--- src/rtl/cache_pkg.sv ---
// -----------------------------------------------------------------------------
// cache_pkg
// Shared definitions for the data_cache slice:
//   - address field widths, block width and CPU address width
//   - controller state encoding
//   - split_addr(): breaks a CPU byte address into tag / index / offset
// -----------------------------------------------------------------------------
package cache_pkg;

  localparam int TAG_W      = 3;
  localparam int INDEX_W    = 3;
  localparam int OFFSET_W   = 2;
  localparam int BLOCK_W    = 32;
  localparam int CPU_ADDR_W = TAG_W + INDEX_W + OFFSET_W;

  // State names carry an S_ prefix so they cannot collide with the
  // MEM_READ port of the cache.
  typedef enum logic [1:0] {
    S_IDLE       = 2'd0,
    S_WRITE_BACK = 2'd1,
    S_MEM_READ   = 2'd2,
    S_UPDATE     = 2'd3
  } cache_state_e;

  typedef struct packed {
    logic [TAG_W-1:0]    tag;
    logic [INDEX_W-1:0]  index;
    logic [OFFSET_W-1:0] offset;
  } addr_fields_t;

  function automatic addr_fields_t split_addr(input logic [CPU_ADDR_W-1:0] addr);
    return addr_fields_t'(addr);
  endfunction

endpackage

--- src/rtl/cache_line_array.sv ---
// -----------------------------------------------------------------------------
// cache_line_array
// Valid / dirty / tag / data storage for the direct-mapped cache.
// Ports:
//   clk_i, rst_i            clock, synchronous active-high reset (clears valid+dirty)
//   rd_index_i              combinational lookup index
//   rd_valid_o/rd_dirty_o   status of the looked-up line
//   rd_tag_o/rd_block_o     tag and 32-bit block of the looked-up line
//   bw_*                    CPU byte-write port (sets dirty)
//   rf_*                    block refill port (sets valid, clears dirty, loads tag)
// -----------------------------------------------------------------------------
module cache_line_array
  import cache_pkg::*;
#(
  parameter int NUM_BLOCKS = 8
) (
  input  logic                clk_i,
  input  logic                rst_i,
  input  logic [INDEX_W-1:0]  rd_index_i,
  output logic                rd_valid_o,
  output logic                rd_dirty_o,
  output logic [TAG_W-1:0]    rd_tag_o,
  output logic [BLOCK_W-1:0]  rd_block_o,
  input  logic                bw_en_i,
  input  logic [INDEX_W-1:0]  bw_index_i,
  input  logic [OFFSET_W-1:0] bw_offset_i,
  input  logic [7:0]          bw_data_i,
  input  logic                rf_en_i,
  input  logic [INDEX_W-1:0]  rf_index_i,
  input  logic [TAG_W-1:0]    rf_tag_i,
  input  logic [BLOCK_W-1:0]  rf_block_i
);

  logic [NUM_BLOCKS-1:0] valid_q;
  logic [NUM_BLOCKS-1:0] dirty_q;
  logic [TAG_W-1:0]      tag_q  [NUM_BLOCKS];
  logic [BLOCK_W-1:0]    data_q [NUM_BLOCKS];

  assign rd_valid_o = valid_q[rd_index_i];
  assign rd_dirty_o = dirty_q[rd_index_i];
  assign rd_tag_o   = tag_q[rd_index_i];
  assign rd_block_o = data_q[rd_index_i];

  // Line status bits; the only state that reset has to clear.
  always_ff @(posedge clk_i) begin
    if (rst_i) begin
      valid_q <= '0;
      dirty_q <= '0;
    end else if (rf_en_i) begin
      valid_q[rf_index_i] <= 1'b1;
      dirty_q[rf_index_i] <= 1'b0;
    end else if (bw_en_i) begin
      dirty_q[bw_index_i] <= 1'b1;
    end
  end

  // Tag and data payload; contents are meaningless until the line is valid.
  // Refill and byte write never coincide (UPDATE vs IDLE).
  always_ff @(posedge clk_i) begin
    if (rf_en_i) begin
      tag_q[rf_index_i]  <= rf_tag_i;
      data_q[rf_index_i] <= rf_block_i;
    end else if (bw_en_i) begin
      data_q[bw_index_i][{bw_offset_i, 3'b000} +: 8] <= bw_data_i;
    end
  end

endmodule

--- src/rtl/data_cache.sv ---
// -----------------------------------------------------------------------------
// data_cache
// Direct-mapped, write-back, write-allocate data cache between the CPU
// memory stage and a 32-bit block-wide main memory.
// Ports:
//   CLK, RESET                 clock, synchronous active-high reset
//   READ, WRITE                CPU request (both high is treated as a write)
//   ADDRESS, WRITEDATA         CPU byte address {tag,index,offset} and store data
//   READDATA, BUSYWAIT         CPU load data and stall (both combinational)
//   MEM_READ, MEM_WRITE        registered block read / write-back requests
//   MEM_ADDRESS, MEM_WRITEDATA block address {tag,index} and victim block
//   MEM_READDATA, MEM_BUSYWAIT refill block and memory busy
// Optional build macro DATA_CACHE_STATS_EN adds saturating HIT_COUNT and
// MISS_COUNT outputs.
// -----------------------------------------------------------------------------
module data_cache
  import cache_pkg::*;
#(
  parameter int NUM_BLOCKS  = 8,
  parameter int BLOCK_BYTES = 4,
  parameter int ADDR_W      = 8
) (
  input  logic                       CLK,
  input  logic                       RESET,
  input  logic                       READ,
  input  logic                       WRITE,
  input  logic [ADDR_W-1:0]          ADDRESS,
  input  logic [7:0]                 WRITEDATA,
  output logic [7:0]                 READDATA,
  output logic                       BUSYWAIT,
  output logic                       MEM_READ,
  output logic                       MEM_WRITE,
  output logic [ADDR_W-OFFSET_W-1:0] MEM_ADDRESS,
  output logic [BLOCK_BYTES*8-1:0]   MEM_WRITEDATA,
  input  logic [BLOCK_BYTES*8-1:0]   MEM_READDATA,
  input  logic                       MEM_BUSYWAIT
`ifdef DATA_CACHE_STATS_EN
  ,
  output logic [15:0]                HIT_COUNT,
  output logic [15:0]                MISS_COUNT
`endif
);

  cache_state_e          state_q;
  addr_fields_t          a_s;
  addr_fields_t          miss_q;       // address of the access being serviced
  logic [BLOCK_W-1:0]    fill_q;       // block captured on refill completion
  logic                  req_s;
  logic                  hit_s;
  logic                  idle_hit_s;
  logic                  line_valid_s;
  logic                  line_dirty_s;
  logic [TAG_W-1:0]      line_tag_s;
  logic [BLOCK_W-1:0]    line_block_s;

  assign a_s        = split_addr(ADDRESS);
  assign req_s      = READ | WRITE;
  assign hit_s      = line_valid_s && (line_tag_s == a_s.tag);
  assign idle_hit_s = (state_q == S_IDLE) && hit_s;
  assign BUSYWAIT   = req_s && !idle_hit_s;
  // Gated by hit so READDATA is zero whenever the line holds nothing useful.
  assign READDATA   = hit_s ? line_block_s[{a_s.offset, 3'b000} +: 8] : 8'h00;

  cache_line_array #(
    .NUM_BLOCKS (NUM_BLOCKS)
  ) u_lines (
    .clk_i       (CLK),
    .rst_i       (RESET),
    .rd_index_i  (a_s.index),
    .rd_valid_o  (line_valid_s),
    .rd_dirty_o  (line_dirty_s),
    .rd_tag_o    (line_tag_s),
    .rd_block_o  (line_block_s),
    .bw_en_i     (idle_hit_s && WRITE),
    .bw_index_i  (a_s.index),
    .bw_offset_i (a_s.offset),
    .bw_data_i   (WRITEDATA),
    .rf_en_i     (state_q == S_UPDATE),
    .rf_index_i  (miss_q.index),
    .rf_tag_i    (miss_q.tag),
    .rf_block_i  (fill_q)
  );

  // Miss controller: state plus registered memory-side outputs.
  always_ff @(posedge CLK) begin
    if (RESET) begin
      state_q       <= S_IDLE;
      MEM_READ      <= 1'b0;
      MEM_WRITE     <= 1'b0;
      MEM_ADDRESS   <= '0;
      MEM_WRITEDATA <= '0;
      miss_q        <= '0;
      fill_q        <= '0;
    end else begin
      case (state_q)
        S_IDLE: begin
          if (req_s && !hit_s) begin
            // Latch the miss address so a request dropped mid-miss still
            // refills the right line.
            miss_q <= a_s;
            if (line_valid_s && line_dirty_s) begin
              state_q       <= S_WRITE_BACK;
              MEM_WRITE     <= 1'b1;
              MEM_ADDRESS   <= {line_tag_s, a_s.index};
              MEM_WRITEDATA <= line_block_s;
            end else begin
              state_q     <= S_MEM_READ;
              MEM_READ    <= 1'b1;
              MEM_ADDRESS <= {a_s.tag, a_s.index};
            end
          end
        end
        S_WRITE_BACK: begin
          if (!MEM_BUSYWAIT) begin
            state_q     <= S_MEM_READ;
            MEM_WRITE   <= 1'b0;
            MEM_READ    <= 1'b1;
            MEM_ADDRESS <= {miss_q.tag, miss_q.index};
          end
        end
        S_MEM_READ: begin
          if (!MEM_BUSYWAIT) begin
            state_q  <= S_UPDATE;
            MEM_READ <= 1'b0;
            fill_q   <= MEM_READDATA;
          end
        end
        S_UPDATE: begin
          state_q <= S_IDLE;
        end
        default: begin
          state_q   <= S_IDLE;
          MEM_READ  <= 1'b0;
          MEM_WRITE <= 1'b0;
        end
      endcase
    end
  end

`ifdef DATA_CACHE_STATS_EN
  logic [15:0] hit_count_q;
  logic [15:0] miss_count_q;

  assign HIT_COUNT  = hit_count_q;
  assign MISS_COUNT = miss_count_q;

  // Saturating hit/miss counters; both observe only IDLE-state decisions.
  always_ff @(posedge CLK) begin
    if (RESET) begin
      hit_count_q  <= 16'h0000;
      miss_count_q <= 16'h0000;
    end else begin
      if (idle_hit_s && req_s && (hit_count_q != 16'hFFFF)) begin
        hit_count_q <= hit_count_q + 16'd1;
      end
      if ((state_q == S_IDLE) && req_s && !hit_s && (miss_count_q != 16'hFFFF)) begin
        miss_count_q <= miss_count_q + 16'd1;
      end
    end
  end
`endif

endmodule

--- config.mk ---
export PLATFORM = sky130hd
export DESIGN_NAME = data_cache
export DESIGN_NICKNAME = d
export VERILOG_FILES = /design/src/rtl/cache_pkg.sv /design/src/rtl/cache_line_array.sv /design/src/rtl/data_cache.sv
export SDC_FILE = /design/constraint.sdc
export NUM_CORES = 1
export LEC_CHECK = 0
export BUFFER_PORTS_ARGS = -buffer_cell sky130_fd_sc_hd__buf_2
export CAP_MARGIN = 20
export CORE_UTILIZATION = 55
export DETAILED_ROUTE_END_ITERATION = 7
export PLACE_DENSITY = 0.76
export SYNTH_ARGS = -nofsm -noshare
export SYNTH_HDL_FRONTEND = slang
export SYNTH_SLANG_ARGS = --single-unit
--- constraint.sdc ---
create_clock -name CLK -period 2.4 [get_ports CLK]
set_clock_uncertainty 0.2 [all_clocks]
set_input_delay 0 -clock CLK [delete_from_list [all_inputs] [get_ports CLK]]
set_output_delay 0 -clock CLK [all_outputs]
set_load 0.1 [all_outputs]
==> summary.md <==
| Metric | Value |
|---|---|
| Drt wl/cell | `roughly 25 um` |
| Hold Path Class | `input port to register` |
| CP startpoint | `u_lines.tag_q[1][2]` |
| DR vias/cell | `approximately 6.3` |
| Seq/Total Area, Yosys | `0.649` |
| Worst r2r dst | `u_lines.data_q[3][6]` |
| First-pass GRT wire length | `around 70000 um` |
| Cell Rows | `61` |
| Measured slew at the worst slew-check pin | `between 0.5 and 0.6 ns` |
| Synthesized flop and latch total | `376` |
| Gr usage total | `0.323` |
| WP data arrival | `slightly below 3 ns` |
| Main flop type after synthesis | `edfxtp_1` |
| Largest net degree at the start of global routing | `73` |
| # IOs | `102` |
| Layout cells sized above 1 | `0.346` |
| Starting Density | `0.567` |
| DRC viols | `0` |
| Peak VDD IR | `about 0.00071 V` |
| Most frequent cells in the layout | `edfxtp_1, nor2_1, buf_4` |
| Max Cap Viol | `0` |
| Post-DP HPWL | `between 20000 and 30000 um` |
| Setup violations, final | `about 590` |
| Vias in the first global route | `11900` |
| Final period util | `1.18` |
| Cells after synthesis | `about 1300` |
| R2R depth | `10` |
| DRT iter0 DRCs | `between 1500 and 2000` |
| Setup ws final | `-0.438 ns` |
| Global route overflow | `0` |
| RSZ-0062 raised after global routing | `true` |
| Layout Nets | `1689` |
| Detailed Route WL | `about 52000 um` |
| Critical path class | `register to register` |
| Minimum clock period | `2.84 ns` |
| Clock tree sinks | `approximately 380` |
| CP endpoint kind | `register` |
| Pwr dens | `around 790 mW/mm2` |
| Status | `finished with violations` |
| Post-route ant nets | `0` |
| Ys Warns | `0` |
| Pre-Repair DR Iteration Count | `6` |
| Syn avg cell area | `roughly 12 um2` |
| Vias | `~13000` |
| Final Wtd Congestion | `around 0.86` |
| Root Driver | `clkbuf_16` |
| Inserted Clock Buffers | `40` |
| DIE AREA | `around 0.030 mm2` |
| Hold Path Cell Cnt | `6` |
| Initial antenna violation count | `2` |
| CTS tree | `yes` |
| End point of the critical path | `u_lines.data_q[3][6]` |
| Input/output buffers | `just over 100` |
| Core Footprint | `around 0.028 mm2` |
| Critical Path RT | `between 2 and 3 ns` |
| Leakage | `just under 8 nW` |
| Die Ht | `between 150 and 200 um` |
| Reg-to-Reg Start | `u_lines.tag_q[1][2]` |
| Clk_lat worst skew | `~0.54 ns` |
| CTS max path bufs | `3` |
| CP Launch Type | `register` |
| Flop2flop setup slack | `-0.44 ns` |
| Total Power | `approximately 17 mW` |
| Violated checks | `negative setup slack` |
| Area of the mapped netlist | `roughly 0.016 mm2` |
| Hold Fails Final Rpt | `0` |
| Post-layout utilization of the core | `0.771` |
| Post-synth EDFFs | `280` |
| Die W | `172 um` |
| FFs w/ async S/R, synth | `0` |
| Syn_nets | `around 1300` |
| Yosys cell types | `50` |
| Clock transition at path regs | `about 0.06 ns` |
| F_max | `around 350 MHz` |
| Number of H-tree levels | `2` |
| Worst slack, placed | `-0.571 ns` |
| P&R area growth vs syn | `36.0%` |
| Final Slew Violations | `0` |
| Most common cell after layout, fill and taps aside | `edfxtp_1` |
| CP Max Fanout | `8` |
| Max-slew headroom | `0.665` |
where the power goes:
| group | internal [mW] | switching (mW) | total, mW |
|---|---|---|---|
| Clock | 3.46 | 2.53 | 5.99 |
| Combinational | 1.20 | 2.22 | 3.42 |
| Sequential | 7.42 | 0.199 | 7.62 |
stage by stage:
step,hold slack [ns],TNS (ns),area (um2),instances
6_report,0.0256,-190.97,21600,2036
5_1_grt,0.0485,-233.65,21600,2036
4_1_cts,0.0105,-133.04,20800,2006
3_5_place_dp,0.0454,-236.65,18300,1844
3_3_place_gp,0.0403,-201.52,18300,1844
2_1_floorplan,-0.0640,-49.16,16000,1276
routing by layer:
| metal | vias up | routed length [um] | GRT usage |
|---|---|---|---|
| met5 | - | 0 | 0 |
| li1 | 5390 | - | - |
| met4 | 0 | 2530 | 0.141 |
| met1 | 6215 | 19000 | 0.430 |
| met2 | 944 | 24600 | 0.525 |
| met3 | 222 | 5500 | 0.0542 |
registers in the layout, indices dropped and copies added (netlist names):
| name | flops |
|---|---|
| MEM_WRITE | 1 |
| MEM_WRITEDATA | 32 |
| state_q | 2 |
| u_lines.tag_q | 24 |
| u_lines.valid_q | 8 |
| u_lines.data_q | 256 |
| u_lines.dirty_q | 8 |
| MEM_ADDRESS | 6 |
| fill_q | 32 |
| MEM_READ | 1 |
| miss_q | 6 |
Yosys cell counts (2+ instances only):
master / number / share of area
nor3b_1: 3 / 0.0014
buf_2: 28 / 0.0088
a22oi_1: 39 / 0.018
a311oi_1: 3 / 0.0017
buf_6: 4 / 0.0028
nor2_2: 2 / 0.00079
nand3_1: 11 / 0.0035
nor2b_1: 11 / 0.0043
nor2_1: 208 / 0.049
o22a_1: 2 / 0.0011
nand2b_1: 8 / 0.0031
nand2_1: 144 / 0.034
edfxtp_1: 280 / 0.53
a21oi_2: 2 / 0.0011
inv_1: 6 / 0.0014
buf_4: 6 / 0.0028
a22o_1: 4 / 0.0022
a211oi_1: 8 / 0.0038
buf_8: 4 / 0.0038
a211oi_2: 32 / 0.025
o21ai_0: 42 / 0.013
a21oi_1: 88 / 0.028
o22ai_1: 23 / 0.0090
ha_1: 9 / 0.0071
a21oi_4: 2 / 0.0020
and2_1: 5 / 0.0020
mux2_2: 41 / 0.029
mux2i_1: 79 / 0.050
buf_1: 4 / 0.00094
nor3_1: 6 / 0.0019
a221oi_1: 9 / 0.0050
dfxtp_1: 96 / 0.12
mux4_2: 10 / 0.014
mux2i_2: 3 / 0.0026
clkbuf_1: 39 / 0.0092
cell type report:
class | count | area (um2)
tap | 378 | 473
sequential | 376 | 10300
inverter | 7 | 26.3
clock inverter | 21 | 188
fill | 1513 | 6440
clock buffer | 50 | 1060
antenna | 2 | 5.00
multi-input combinational | 809 | 5870
timing repair buffer | 393 | 3690
logic make-up after synthesis:
logic type / count (synthesis) / synth area share
fa+ha+maj: 9 / 0.00708
simple gates: 406 / 0.105
compound gates: 260 / 0.114
buf+inv: 92 / 0.0300
flops: 376 / 0.649
mux: 133 / 0.0954
worst max-delay path, cell delays in order (launching register included):
cell and delay [ns]:
edfxtp_1 0.33, mux2i_1 0.08, a22oi_2 0.32, a21o_1 0.22, and4b_2 0.36, nand4b_4 0.24, buf_6 0.21, clkbuf_16 0.16
buf_8 0.14, buf_6 0.11, o21ai_4 0.25
how the worst min path moves through the flow:
stage / start / end / slack (ns)
after floorplan: MEM_READDATA[0] / fill_q[0] / -0.06
after global placement: MEM_READDATA[0] / fill_q[0] / 0.04
after detailed placement: MEM_READDATA[0] / fill_q[0] / 0.05
after CTS: ADDRESS[4] / u_lines.dirty_q[0] / 0.01
after global routing: ADDRESS[4] / u_lines.dirty_q[1] / 0.05
final: ADDRESS[4] / u_lines.dirty_q[1] / 0.03
repair_timing:
item,4_1_cts,5_1_grt
gates resized for setup,89,108
gates cloned,2,13
hold buffers,83,0
pin swaps,22,37
endpoints found under the hold margin,352,0
buffers inserted,6,16
setup endpoints to repair,565,605
Power figures use the tool's default switching activity.
